### src/rtl/uart_tx_sched.sv
// Transmit scheduler between the UART TX FIFO and the serializer: pops one byte at a time,
// issues a one-cycle start, tracks completion, gap and ack timeout. Define UART_TX_SCHED_CTS_EN for CTS gating.
module uart_tx_sched #(
  parameter int unsigned DATA_WIDTH  = 8,
  parameter int unsigned GAP_CYCLES  = 0,
  parameter int unsigned ACK_TIMEOUT = 15,
  parameter int unsigned COUNT_WIDTH = 16
) (
  input  logic                   clk,
  input  logic                   reset,
  input  logic                   enable,
  input  logic                   fifo_empty,
  input  logic [DATA_WIDTH-1:0]  fifo_dout,
  output logic                   fifo_rd_en,
  input  logic                   tx_busy,
  output logic                   tx_start,
  output logic [DATA_WIDTH-1:0]  tx_data,
  input  logic                   cts_n,
  output logic                   sched_busy,
  output logic [COUNT_WIDTH-1:0] byte_count,
  output logic                   tx_err
);

  localparam logic [2:0] S_IDLE   = 3'd0;
  localparam logic [2:0] S_SETTLE = 3'd1;
  localparam logic [2:0] S_LOAD   = 3'd2;
  localparam logic [2:0] S_START  = 3'd3;
  localparam logic [2:0] S_ACK    = 3'd4;
  localparam logic [2:0] S_DONE   = 3'd5;
  localparam logic [2:0] S_GAP    = 3'd6;

  // One shared counter serves both the ack timeout and the inter-byte gap.
  localparam int unsigned ACK_LAST = (ACK_TIMEOUT > 0) ? ACK_TIMEOUT - 1 : 0;
  localparam int unsigned GAP_LAST = (GAP_CYCLES > 0) ? GAP_CYCLES - 1 : 0;
  localparam int unsigned CNT_MAX  = (ACK_LAST > GAP_LAST) ? ACK_LAST : GAP_LAST;
  localparam int unsigned CNT_W    = (CNT_MAX > 0) ? $clog2(CNT_MAX + 1) : 1;
  localparam logic [CNT_W-1:0] ACK_LAST_C = CNT_W'(ACK_LAST);
  localparam logic [CNT_W-1:0] GAP_LAST_C = CNT_W'(GAP_LAST);

  logic [2:0]             state_q, state_d;
  logic [CNT_W-1:0]       cnt_q, cnt_d;
  logic [DATA_WIDTH-1:0]  tx_data_q, tx_data_d;
  logic [COUNT_WIDTH-1:0] byte_count_q, byte_count_d;
  logic                   tx_err_q, tx_err_d;
  logic                   cts_ok;

`ifdef UART_TX_SCHED_CTS_EN
  logic cts_meta_q, cts_meta_d;
  logic cts_sync_q, cts_sync_d;

  always_comb begin
    cts_meta_d = cts_n;
    cts_sync_d = cts_meta_q;
  end

  // Synchronizer resets to "not clear to send" so nothing starts until cts_n is seen low.
  always_ff @(posedge clk or negedge reset) begin
    if (!reset) begin
      cts_meta_q <= 1'b1;
      cts_sync_q <= 1'b1;
    end else begin
      cts_meta_q <= cts_meta_d;
      cts_sync_q <= cts_sync_d;
    end
  end

  assign cts_ok = ~cts_sync_q;
`else
  logic unused_cts_n;
  assign unused_cts_n = cts_n;
  assign cts_ok       = 1'b1;
`endif

  always_comb begin
    state_d      = state_q;
    cnt_d        = cnt_q;
    tx_data_d    = tx_data_q;
    byte_count_d = byte_count_q;
    tx_err_d     = tx_err_q;
    case (state_q)
      S_IDLE: begin
        if (enable && !fifo_empty && cts_ok) state_d = S_SETTLE;
      end
      S_SETTLE: begin
        tx_data_d = fifo_dout;
        state_d   = S_LOAD;
      end
      S_LOAD: begin
        if (!tx_busy) state_d = S_START;
      end
      S_START: begin
        cnt_d   = '0;
        state_d = S_ACK;
      end
      S_ACK: begin
        // Busy takes priority so an ack on the last allowed cycle still counts.
        if (tx_busy) begin
          state_d = S_DONE;
        end else if (cnt_q == ACK_LAST_C) begin
          tx_err_d = 1'b1;
          state_d  = S_IDLE;
        end else begin
          cnt_d = cnt_q + CNT_W'(1);
        end
      end
      S_DONE: begin
        if (!tx_busy) begin
          byte_count_d = byte_count_q + COUNT_WIDTH'(1);
          cnt_d        = '0;
          state_d      = (GAP_CYCLES > 0) ? S_GAP : S_IDLE;
        end
      end
      S_GAP: begin
        if (cnt_q == GAP_LAST_C) state_d = S_IDLE;
        else                     cnt_d   = cnt_q + CNT_W'(1);
      end
      default: state_d = S_IDLE;
    endcase
  end

  always_ff @(posedge clk or negedge reset) begin
    if (!reset) begin
      state_q      <= S_IDLE;
      cnt_q        <= '0;
      tx_data_q    <= '0;
      byte_count_q <= '0;
      tx_err_q     <= 1'b0;
    end else begin
      state_q      <= state_d;
      cnt_q        <= cnt_d;
      tx_data_q    <= tx_data_d;
      byte_count_q <= byte_count_d;
      tx_err_q     <= tx_err_d;
    end
  end

  assign fifo_rd_en = (state_q == S_SETTLE);
  assign tx_start   = (state_q == S_START);
  assign sched_busy = (state_q != S_IDLE);
  assign tx_data    = tx_data_q;
  assign byte_count = byte_count_q;
  assign tx_err     = tx_err_q;

endmodule

### config.mk
export PLATFORM = sky130hd
export DESIGN_NAME = uart_tx_sched
export DESIGN_NICKNAME = d
export VERILOG_FILES = /design/src/rtl/uart_tx_sched.sv
export SDC_FILE = /design/constraint.sdc
export NUM_CORES = 1
export LEC_CHECK = 0
export CAP_MARGIN = 20
export CORE_MARGIN = 2
export CORE_UTILIZATION = 25
export DETAILED_ROUTE_END_ITERATION = 16
export HOLD_SLACK_MARGIN = 0.12
export PLACE_DENSITY = 0.47
export SYNTH_ARGS = -nofsm -noshare
export SYNTH_HDL_FRONTEND = slang
export SYNTH_SLANG_ARGS = --single-unit
### constraint.sdc
create_clock -name clk -period 5.6 [get_ports clk]
set_input_delay 1.12 -clock clk [delete_from_list [all_inputs] [get_ports clk]]
set_output_delay 1.12 -clock clk [all_outputs]
set_load 0.01 [all_outputs]
==> results of run 1 <==
[cell type report]
class / instances / area [um^2] / area share
Tap cell: 75 / 93.8 / 0.0440
Sequential cell: 32 / 801 / 0.375
Clock buffer: 7 / 96.3 / 0.0452
Multi-Input combinational cell: 92 / 701 / 0.328
Inverter: 7 / 26.3 / 0.0123
Timing Repair Buffer: 42 / 415 / 0.195
[registers in the layout (all words and copies together), names as in the netlist]
register,flops
state_q,3
cnt_q,4
byte_count,16
tx_data,8
tx_err,1
[logic make-up after synthesis]
kind of cell               after synthesis  synth area share
buffers and inverters                   13            0.0446
and+or+nand+nor                         49             0.198
DFF                                     32             0.510
adders and majority gates                4            0.0318
muxes                                    9            0.0637
AOI/OAI and AO/OA                       14            0.0629
xor gates and xnor gates                16            0.0892
[power by group through the flow]
stage	clock (mW)	sequential, mW	combinational, mW
4_1_cts	0.202	0.356	0.306
2_1_floorplan	0	0.348	0.178
3_3_place_gp	0	0.357	0.299
5_1_grt	0.214	0.368	0.332
3_5_place_dp	0	0.359	0.306
6_report	0.190	0.355	0.300
[layout by cell type, fill, tap and decap left out, drive strengths merged, types with 6 or more instances in the layout]
| cell | instances |
|---|---|
| clkdlybuf4s50 | 40 |
| mux2 | 8 |
| inv | 7 |
| clkbuf | 7 |
| nand2 | 9 |
| dfrtp | 32 |
| nand3 | 7 |
| xnor2 | 10 |
| xor2 | 6 |
[how the worst max path moves through the flow]
stage / startpoint / endpoint / slack (ps)
after floorplan: tx_busy / byte_count[14] / 3320
after global placement: tx_busy / byte_count[15] / 2570
after detailed placement: tx_busy / byte_count[15] / 2570
after CTS: state_q[0] / fifo_rd_en / 2620
after global routing: state_q[0] / fifo_rd_en / 2440
final: state_q[0] / fifo_rd_en / 2640
[worst max-delay path, cell delays in order (launching register included)]
cell and delay [ps]:
sky130_fd_sc_hd__dfrtp_1 560, sky130_fd_sc_hd__nor3b_1 240, sky130_fd_sc_hd__buf_4 210, sky130_fd_sc_hd__clkdlybuf4s50_1 550
[layer usage]
metal / global-route usage / part of all wire / vias to the layer above
li1: - / - / 561
met1: 0.123 / 0.43 / 572
met2: 0.174 / 0.50 / 32
met3: 0.0417 / 0.064 / 2
met4: 0.0268 / 0.0024 / 0
met5: 0 / 0 / -
[through the flow]
step | util | total power, mW | cells
after global placement | 0.340 | 0.656 | 248
after CTS | 0.356 | 0.863 | 255
after global routing | 0.356 | 0.913 | 255
final | 0.356 | 0.846 | 255
after detailed placement | 0.340 | 0.664 | 248
after floorplan | - | 0.526 | 137
==> results.rst, run 1 <==
.. list-table::
   :header-rows: 1

   * - Metric
     - Value
   * - Placer congestion estimate
     - approximately 0.76
   * - Clock network latency to the later pin of the worst-skew pair
     - 280 ps
   * - Number of vias after detailed routing
     - 1,167
   * - Yosys top cell by area
     - sky130_fd_sc_hd__dfrtp_1
   * - Hold path start
     - tx_err
   * - Kind of end point of the critical path
     - output port
   * - Clock skew
     - between 7 and 8 ps
   * - Most used standard cells in the synthesized netlist
     - 32 x sky130_fd_sc_hd__dfrtp_1, 10 x sky130_fd_sc_hd__xnor2_1, 9 x sky130_fd_sc_hd__nand2_1
   * - Max cap viols
     - 0
   * - Clock tree root driver cell
     - sky130_fd_sc_hd__clkbuf_8
   * - Sum of negative setup slack
     - 0 ps
   * - Number of antenna violations at the first check in global routing
     - 0
   * - Post-Syn Area per Cell
     - between 10 and 15 um^2
   * - Result of the run
     - finished, final reports clean
   * - Post-detailed-route via-to-cell ratio
     - approximately 4.6
   * - Minimum setup slack in the final design
     - 2640 ps
   * - Count of hold-fix buffers inserted at cts
     - 0
   * - Final routed wirelength across all metal layers
     - 3.28 mm
   * - Post-synthesis sequential area ratio
     - 0.510
   * - Synth-to-layout area growth
     - 35.7%
   * - Critical register-to-register path startpoint
     - cnt_q[0]
   * - Startpoint-to-endpoint class of the critical path
     - flop to output port
   * - Yosys synthesis warning count
     - 0
   * - Number of post-CTS setup repair buffers
     - 0
   * - Effective utilization at floorplan
     - 0.262
   * - TritonCTS buffer count
     - 5
   * - Number of H-tree branching levels
     - 2
   * - Aggregate global-route resource usage
     - 0.104
   * - Number of sinks driven by the clock tree
     - 32
   * - Number of global-route vias before repair
     - around 1,300
   * - Gate power share
     - 0.355
   * - Net switching power
     - roughly 270 uW
   * - Async S/R FF share, synth
     - 1.00
   * - Nets
     - just under 200
   * - Final cycle utilization of the critical path
     - 0.529
   * - Final hold vios
     - 0
   * - Least-Margin Pin Slew
     - just over 600 ps
   * - Final worst path period need
     - between 2000 and 3000 ps
   * - Most common cell in the synthesized netlist
     - sky130_fd_sc_hd__dfrtp_1
   * - Element type at the critical path start
     - flop
   * - Pwr per Cell Area
     - roughly 400 mW/mm^2
   * - Switching part of the total power
     - 0.317
   * - Iteration-0 DRC count of the detailed router
     - 40
   * - Worst-case clock buffer depth
     - 2
   * - Routed WL per cell
     - around 13 um
   * - Leakage dissipation
     - between 0.9 and 1 nW
   * - Cell-internal power
     - between 500 and 600 uW
   * - Post-synth top flop
     - sky130_fd_sc_hd__dfrtp_1
   * - Antenna diode count
     - 0
   * - Max rail drop VDD
     - 146 uV
   * - Drt first pass iters
     - 4
   * - Post-synth EDFFs
     - 0
   * - Pins over their slew limit
     - 0
   * - Peak clock frequency supported by timing
     - about 0.34 GHz
   * - Normalized max-slew margin
     - 0.588
   * - Arrival time at the worst endpoint
     - 1840 ps
   * - Overflow left after global routing
     - 0
   * - Floorplan Core Area
     - between 0.005 and 0.006 mm^2
   * - Clock tree from TritonCTS
     - built
   * - Number of cells on the worst reg-to-reg path
     - 6
   * - Number of rows in the core area
     - 28
   * - Worst flop-to-flop path endpoint
     - cnt_q[2]
   * - Hold Crit Class
     - flop to flop
   * - Final-layout fill cell count
     - about 610
   * - Post-placement cell area
     - ~0.0020 mm^2
   * - Combined area of all synthesized cells
     - around 0.0016 mm^2
   * - Terminating pin of the worst hold path
     - tx_err
   * - Maximum fanout along the worst path
     - 10
   * - Number of routed nets with antenna violations
     - 0
   * - Leading cell types by total area after synthesis
     - sky130_fd_sc_hd__dfrtp_1 51%, sky130_fd_sc_hd__mux2_2 5.7%, sky130_fd_sc_hd__xnor2_1 5.6%
   * - Post-route design area
     - between 0.002 and 0.0025 mm^2
   * - Hold Path Stages
     - 1
   * - Data required time at the worst endpoint
     - approximately 4500 ps
   * - RSZ-0062 raised after global routing
     - false
   * - Die area
     - around 0.0069 mm^2
   * - PortBufs
     - 40
   * - Clock Pin Slew Worst Setup and Hold Paths
     - ~70 ps
   * - Largest net degree at the start of global routing
     - 33
   * - Share of cells above drive strength 1
     - 0.150
   * - Worst setup timing slack at the placement stage
     - roughly 2600 ps
   * - Final HPWL DP
     - approximately 2.4 mm
   * - Wire length of the first global-routing pass
     - a little under 6 mm
   * - Sequential Power Share
     - 0.420
   * - Share of Yosys cell area claimed by the top area cell type
     - 0.510
   * - CTS resizes
     - 0
   * - Cell variety after synth
     - 39
   * - Setup violators final
     - 0
   * - Worst R2R Setup Slack
     - 3640 ps
   * - Clock power frac
     - 0.225
   * - Die X
     - 83.3 um
   * - Syn nets
     - around 160
   * - Synthesized instance count
     - between 100 and 150
   * - Height of the chip
     - 83.3 um
   * - Worst slack on hold paths
     - 477 ps
   * - Synth Register Bits
     - 32
   * - Residual DRC
     - 0
   * - Top Ports
     - 42
Power figures use the tool's default switching activity.
==> run 2, diff against run 1 <==
clock period = 3.1 ns   (was 5.6 ns; I/O delays follow)
==> run 2 against run 1 <==
Sequential cell count did not move. Clock-buffer cell count decreased by 2. Global-route usage shrank 0.22 points. Sequential share of layout area down 0.26 points. Core utilization increased by 0.25 points. Largest power group unchanged. Register-to-register slack worse by 2500 ps. Critical path depth unchanged. Critical path type unchanged. Worst hold slack improved by 2.3 ps. Largest cell class unchanged. Setup slack got worse by 2000 ps.
==> results.rst, run 2 (same netlist as run 1, synthesis figures left out) <==
.. list-table::
   :header-rows: 1

   * - Metric
     - Value
   * - Normalized max-slew margin
     - 0.580 (was 0.588)
   * - Number of placed instances, taps included
     - 248 (unchanged)
   * - Number of rows in the core area
     - 28 (unchanged)
   * - Element type at the critical path start
     - flop (unchanged)
   * - Highest-count cells in the layout ignoring fill and taps
     - 40 x sky130_fd_sc_hd__clkdlybuf4s50_1, 32 x sky130_fd_sc_hd__dfrtp_1, 10 x sky130_fd_sc_hd__xnor2_1 (unchanged)
   * - Number of post-CTS setup repair buffers
     - 0 (unchanged)
   * - Pins over their slew limit
     - 0 (unchanged)
   * - Sum of negative setup slack
     - 0 ps (unchanged)
   * - Least-Margin Pin Slew
     - 624 ps (was 613 ps)
   * - Number of cells on the worst reg-to-reg path
     - 6 (unchanged)
   * - Data required time at the worst endpoint
     - 2480 ps (was 4480 ps)
   * - Aggregate global-route resource usage
     - 0.101 (was 0.104)
   * - Kind of cell adding the most delay to the critical path
     - buffers and inverters (unchanged)
   * - Leakage dissipation
     - 0.905 nW (was 0.901 nW)
   * - Clock skew
     - 2.53 ps (was 7.36 ps)
   * - Final hold vios
     - 0 (unchanged)
   * - Post-route design area
     - 0.00215 mm^2 (was 0.00213 mm^2)
   * - Die X
     - 83.3 um (unchanged)
   * - Share of cells above drive strength 1
     - 0.155 (was 0.150)
   * - Worst-case clock buffer depth
     - 2 (unchanged)
   * - Final worst path period need
     - roughly 2500 ps
   * - Number of vias after detailed routing
     - 1,163 (was 1,167)
   * - Arrival time at the worst endpoint
     - 1840 ps (about the same)
   * - Hold path start
     - tx_err (unchanged)
   * - TritonCTS buffer count
     - 5 (unchanged)
   * - Minimum setup slack in the final design
     - 643 ps (was 2640 ps)
   * - Top Ports
     - 42 (unchanged)
   * - Final HPWL DP
     - 2.49 mm (was 2.43 mm)
   * - PortBufs
     - 40 (unchanged)
   * - Kind of end point of the critical path
     - output port (unchanged)
   * - Worst R2R Setup Slack
     - 1190 ps (was 3640 ps)
   * - Startpoint-to-endpoint class of the critical path
     - flop to output port (unchanged)
   * - Synth-to-layout area growth
     - 36.7% (was 35.7%)
   * - Number of standard cells in the layout, taps in and fillers out
     - 256 (was 255)
   * - Drt first pass iters
     - 4 (unchanged)
   * - Residual DRC
     - 0 (unchanged)
   * - Critical path's largest stage delay
     - 560 ps (about the same)
   * - Critical register-to-register path startpoint
     - cnt_q[0] (unchanged)
   * - Number of antenna violations at the first check in global routing
     - 0 (unchanged)
   * - Overflow left after global routing
     - 0 (unchanged)
   * - Crit-path slowest cell
     - sky130_fd_sc_hd__dfrtp_1 (unchanged)
   * - Placer congestion estimate
     - 0.757 (was 0.761)
   * - Number of global-route vias before repair
     - 1,164 (was 1,255)
   * - Final-layout fill cell count
     - 625 (was 607)
   * - Setup violators final
     - 0 (unchanged)
   * - Number of routed nets with antenna violations
     - 0 (unchanged)
   * - Wire length of the first global-routing pass
     - 5.60 mm (was 5.81 mm)
   * - Clock network latency to the later pin of the worst-skew pair
     - 280 ps (about the same)
   * - Largest net degree at the start of global routing
     - 33 (unchanged)
   * - Pwr per Cell Area
     - 738 mW/mm^2 (was 396 mW/mm^2)
   * - Nets
     - 198 (unchanged)
   * - Max cap viols
     - 0 (unchanged)
   * - RSZ-0062 raised after global routing
     - false (unchanged)
   * - Clock Pin Slew Worst Setup and Hold Paths
     - 70 ps (about the same)
   * - Effective utilization at floorplan
     - 0.262 (unchanged)
   * - Post-detailed-route via-to-cell ratio
     - 4.54 (was 4.58)
   * - Number of flip-flops under the largest register name
     - 16 (unchanged)
   * - Critical path buffers and inverters
     - 2 (unchanged)
   * - Clock tree root driver cell
     - sky130_fd_sc_hd__clkbuf_8 (unchanged)
   * - Worst setup timing slack at the placement stage
     - 608 ps (was 2570 ps)
   * - Number of H-tree branching levels
     - 2 (unchanged)
   * - Peak clock frequency supported by timing
     - slightly above 0.4 GHz
   * - Hold Crit Class
     - flop to flop (unchanged)
   * - Result of the run
     - finished, final reports clean (unchanged)
   * - Height of the chip
     - 83.3 um (unchanged)
   * - Antenna diode count
     - 0 (unchanged)
   * - Final routed wirelength across all metal layers
     - 3.32 mm (was 3.28 mm)
   * - Worst slack on hold paths
     - 479 ps (was 477 ps)
   * - CTS resizes
     - 0 (unchanged)
   * - Routed WL per cell
     - 13.0 um (was 12.9 um)
   * - Clock tree from TritonCTS
     - built (unchanged)
   * - Most common library cell in the layout ignoring fill and taps
     - sky130_fd_sc_hd__clkdlybuf4s50_1 (unchanged)
   * - Terminating pin of the worst hold path
     - tx_err (unchanged)
   * - Iteration-0 DRC count of the detailed router
     - 42 (was 40)
   * - Post-placement cell area
     - 0.00204 mm^2 (unchanged)
   * - List of cells traversed by the critical path
     - nor3b_1 > buf_4 > clkdlybuf4s50_1 (unchanged)
   * - Count of hold-fix buffers inserted at cts
     - 0 (unchanged)
   * - Floorplan Core Area
     - 0.00599 mm^2 (unchanged)
   * - Max rail drop VDD
     - 278 uV (was 146 uV)
   * - Hold Path Stages
     - 1 (unchanged)
   * - Worst flop-to-flop path endpoint
     - cnt_q[2] (unchanged)
   * - Maximum fanout along the worst path
     - 10 (unchanged)
   * - Die area
     - 0.00694 mm^2 (unchanged)
   * - Number of sinks driven by the clock tree
     - 32 (unchanged)
   * - Final cycle utilization of the critical path
     - 0.793
-- run 2: worst max path at each step --
stage,startpoint,end,cells past startpoint
after global placement,tx_busy,byte_count[15],5
after CTS,state_q[0],fifo_rd_en,3
after detailed placement,tx_busy,byte_count[15],5
final,state_q[0],fifo_rd_en,3
after global routing,state_q[0],fifo_rd_en,3
after floorplan,tx_busy,byte_count[14],5
-- run 2: metrics by stage --
step	power, mW	utilization
final	1.59	0.359
after global routing	1.69	0.359
after CTS	1.62	0.359
after detailed placement	1.21	0.340
after global placement	1.19	0.340
after floorplan	0.950	-
-- run 2: cell type report --
cell class              count  area [um^2]  area share
clock inverters             3         42.5      0.0198
flip-flops and latches     32          801       0.373
clock buffers               5         68.8      0.0320
multi-input cells          92          701       0.326
well taps                  75         93.8      0.0437
inverters                   7         26.3      0.0122
repair buffers             42          415       0.193
-- run 2: routing by layer --
metal  GRT usage  share of wire  wire [um]  up-vias
met3      0.0408          0.051        170        6
met1       0.127           0.45       1500      566
met2       0.158           0.48       1610       31
met4      0.0358          0.011         36        0
li1            -              -          -      560
met5           0              0          0        -
-- run 2: power breakdown --
part / leakage (nW) / internal [mW] / switching, mW
logic: 0.439 / 0.324 / 0.220
registers: 0.412 / 0.522 / 0.120
clock network: 0.0541 / 0.238 / 0.161
total: 0.905 / 1.08 / 0.501
==> run 3, diff against run 2 <==
clock period = 2.5 ns   (was 3.1 ns; I/O delays follow)
==> run 3 against run 2 <==
Combinational power rose by 23%. Die area unchanged. Register-to-register slack worse by 620 ps. Core utilization is 0.31 points lower. Critical path depth is 1 lower. Sequential power is 24% higher. Global-route usage rose by 0.33 points. Sequential share of layout area up 0.33 points. Clock power decreased by 8.0%. Clock skew increased by 3.7 ps. Via count barely moved. First-iteration DRC count shrank 7.1%.
==> results.rst, run 3 (same netlist as run 1, synthesis figures left out) <==
.. list-table::
   :header-rows: 1

   * - Metric
     - Value
   * - RSZ-0062 raised after global routing
     - false (unchanged)
   * - Net switching power
     - 599 uW (was 501 uW)
   * - List of cells traversed by the critical path
     - nor3b_1 > clkdlybuf4s50_1 (was nor3b_1 > buf_4 > clkdlybuf4s50_1)
   * - Post-detailed-route via-to-cell ratio
     - 4.52 (was 4.54)
   * - Worst-case clock buffer depth
     - 2 (unchanged)
   * - Number of cells on the worst reg-to-reg path
     - 6 (unchanged)
   * - Number of rows in the core area
     - 28 (unchanged)
   * - Number of placed instances, taps included
     - 250 (was 248)
   * - Final HPWL DP
     - 2.51 mm (was 2.49 mm)
   * - Peak clock frequency supported by timing
     - 0.445 GHz
   * - Clock Pin Slew Worst Setup and Hold Paths
     - 70 ps (about the same)
   * - Kind of cell adding the most delay to the critical path
     - buffers and inverters (unchanged)
   * - Clock skew
     - 6.23 ps (was 2.53 ps)
   * - Number of sinks driven by the clock tree
     - 32 (unchanged)
   * - CTS resizes
     - 0 (unchanged)
   * - Final-layout fill cell count
     - 606 (was 625)
   * - Kind of end point of the critical path
     - output port (unchanged)
   * - Largest net degree at the start of global routing
     - 33 (unchanged)
   * - Effective utilization at floorplan
     - 0.262 (unchanged)
   * - Number of flip-flops under the largest register name
     - 16 (unchanged)
   * - Switching part of the total power
     - 0.326 (was 0.316)
   * - Final cycle utilization of the critical path
     - 0.900
   * - Element type at the critical path start
     - flop (unchanged)
   * - Clock power frac
     - 0.200 (was 0.252)
   * - Result of the run
     - finished, final reports clean (unchanged)
   * - Drt first pass iters
     - 4 (unchanged)
   * - Overflow left after global routing
     - 0 (unchanged)
   * - Height of the chip
     - 83.3 um (unchanged)
   * - Worst flop-to-flop path endpoint
     - cnt_q[2] (unchanged)
   * - Crit-path slowest cell
     - sky130_fd_sc_hd__clkdlybuf4s50_1 (was sky130_fd_sc_hd__dfrtp_1)
   * - Most common library cell in the layout ignoring fill and taps
     - sky130_fd_sc_hd__clkdlybuf4s50_1 (unchanged)
   * - Number of post-CTS setup repair buffers
     - 0 (unchanged)
   * - Hold Crit Class
     - flop to flop (unchanged)
   * - Number of vias after detailed routing
     - 1,162 (was 1,163)
   * - Minimum setup slack in the final design
     - 251 ps (was 643 ps)
   * - TritonCTS buffer count
     - 5 (unchanged)
   * - Top Ports
     - 42 (unchanged)
   * - Iteration-0 DRC count of the detailed router
     - 39 (was 42)
   * - Pins over their slew limit
     - 0 (unchanged)
   * - Critical path's largest stage delay
     - 610 ps (was 560 ps)
   * - Clock network latency to the later pin of the worst-skew pair
     - 280 ps (about the same)
   * - Highest-count cells in the layout ignoring fill and taps
     - 40 x sky130_fd_sc_hd__clkdlybuf4s50_1, 32 x sky130_fd_sc_hd__dfrtp_1, 10 x sky130_fd_sc_hd__xnor2_1 (unchanged)
   * - Worst R2R Setup Slack
     - 570 ps (was 1190 ps)
   * - Routed WL per cell
     - 12.9 um (was 13.0 um)
   * - Cell-internal power
     - 1.24 mW (was 1.08 mW)
   * - Normalized max-slew margin
     - 0.657 (was 0.580)
   * - Maximum fanout along the worst path
     - 10 (unchanged)
   * - Arrival time at the worst endpoint
     - 1750 ps (was 1840 ps)
   * - Critical path buffers and inverters
     - 1 (was 2)
   * - Final routed wirelength across all metal layers
     - 3.33 mm (was 3.32 mm)
   * - Die X
     - 83.3 um (unchanged)
   * - Clock tree root driver cell
     - sky130_fd_sc_hd__clkbuf_8 (unchanged)
   * - Data required time at the worst endpoint
     - 2000 ps (was 2480 ps)
   * - Critical register-to-register path startpoint
     - cnt_q[0] (unchanged)
   * - Number of antenna violations at the first check in global routing
     - 0 (unchanged)
   * - Share of cells above drive strength 1
     - 0.154 (was 0.155)
   * - Worst setup timing slack at the placement stage
     - 152 ps (was 608 ps)
   * - Sequential Power Share
     - 0.434 (was 0.405)
   * - Synth-to-layout area growth
     - 35.5% (was 36.7%)
   * - Number of routed nets with antenna violations
     - 0 (unchanged)
   * - Floorplan Core Area
     - 0.00599 mm^2 (unchanged)
   * - Nets
     - 200 (was 198)
   * - Sum of negative setup slack
     - 0 ps (unchanged)
   * - Placer congestion estimate
     - 0.787 (was 0.757)
   * - Wire length of the first global-routing pass
     - 5.85 mm (was 5.60 mm)
   * - Number of H-tree branching levels
     - 2 (unchanged)
   * - Die area
     - 0.00694 mm^2 (unchanged)
   * - Number of global-route vias before repair
     - 1,244 (was 1,164)
   * - Hold path start
     - byte_count[15] (was tx_err)
   * - Count of hold-fix buffers inserted at cts
     - 0 (unchanged)
   * - PortBufs
     - 40 (unchanged)
   * - Pwr per Cell Area
     - 862 mW/mm^2 (was 738 mW/mm^2)
   * - Terminating pin of the worst hold path
     - byte_count[15] (was tx_err)
   * - Setup violators final
     - 0 (unchanged)
   * - Clock tree from TritonCTS
     - built (unchanged)
   * - Final worst path period need
     - approximately 2200 ps
   * - Number of standard cells in the layout, taps in and fillers out
     - 257 (was 256)
   * - Gate power share
     - 0.366 (was 0.343)
   * - Worst slack on hold paths
     - 469 ps (was 479 ps)
   * - WP depth
     - 2 (was 3)
   * - Final hold vios
     - 0 (unchanged)
   * - Residual DRC
     - 0 (unchanged)
   * - Max rail drop VDD
     - 341 uV (was 278 uV)
   * - Startpoint-to-endpoint class of the critical path
     - flop to output port (unchanged)
   * - Least-Margin Pin Slew
     - 513 ps (was 624 ps)
   * - Hold Path Stages
     - 1 (unchanged)
   * - Leakage dissipation
     - 0.901 nW (was 0.905 nW)
   * - Max cap viols
     - 0 (unchanged)
   * - Aggregate global-route resource usage
     - 0.105 (was 0.101)
   * - Antenna diode count
     - 0 (unchanged)
   * - Sum of internal, switching and leakage power
     - 1.84 mW (was 1.59 mW)
==> run 3: cell count changes in the layout (fill, tap and decap cells not counted), sizes merged <==
cell	change
buf	+2
bufinv	-1
clkbuf	+1
clkinvlp	-1
==> run 3: worst max path at each step <==
stage	slack (ps)	end	start
CTS	230	fifo_rd_en	state_q[0]
floorplan	740	cnt_q[2]	cnt_q[0]
global route	60	fifo_rd_en	state_q[0]
detailed placement	150	cnt_q[1]	tx_busy
global placement	200	cnt_q[1]	tx_busy
finish	250	fifo_rd_en	state_q[0]
==> run 3: layer usage <==
| layer | routed length (um) | global-route usage | vias up |
|---|---|---|---|
| met2 | 1620 | 0.171 | 34 |
| met1 | 1500 | 0.131 | 560 |
| met4 | 15 | 0.0268 | 0 |
| li1 | - | - | 564 |
| met3 | 185 | 0.0388 | 4 |
| met5 | 0 | 0 | - |
==> run 3: layout make-up <==
cell class	instances	area (um^2)	area share
Tap cell	75	93.8	0.0441
Multi-Input combinational cell	92	701	0.329
Clock buffer	6	72.6	0.0341
Timing Repair Buffer	44	430	0.202
Sequential cell	32	801	0.376
Inverter	7	26.3	0.0123
Clock inverter	1	5.00	0.00235
==> run 3: power by group through the flow <==
stage | registers, mW | logic [mW] | clock network, mW
floorplan | 0.780 | 0.399 | 0
global placement | 0.802 | 0.672 | 0
detailed placement | 0.803 | 0.683 | 0
CTS | 0.797 | 0.683 | 0.388
global route | 0.828 | 0.740 | 0.417
finish | 0.798 | 0.671 | 0.367
==> run 3: through the flow <==
step,instance area (um^2),util
global placement,2050,0.343
global route,2130,0.355
finish,2130,0.355
CTS,2130,0.355
floorplan,1570,-
detailed placement,2050,0.343
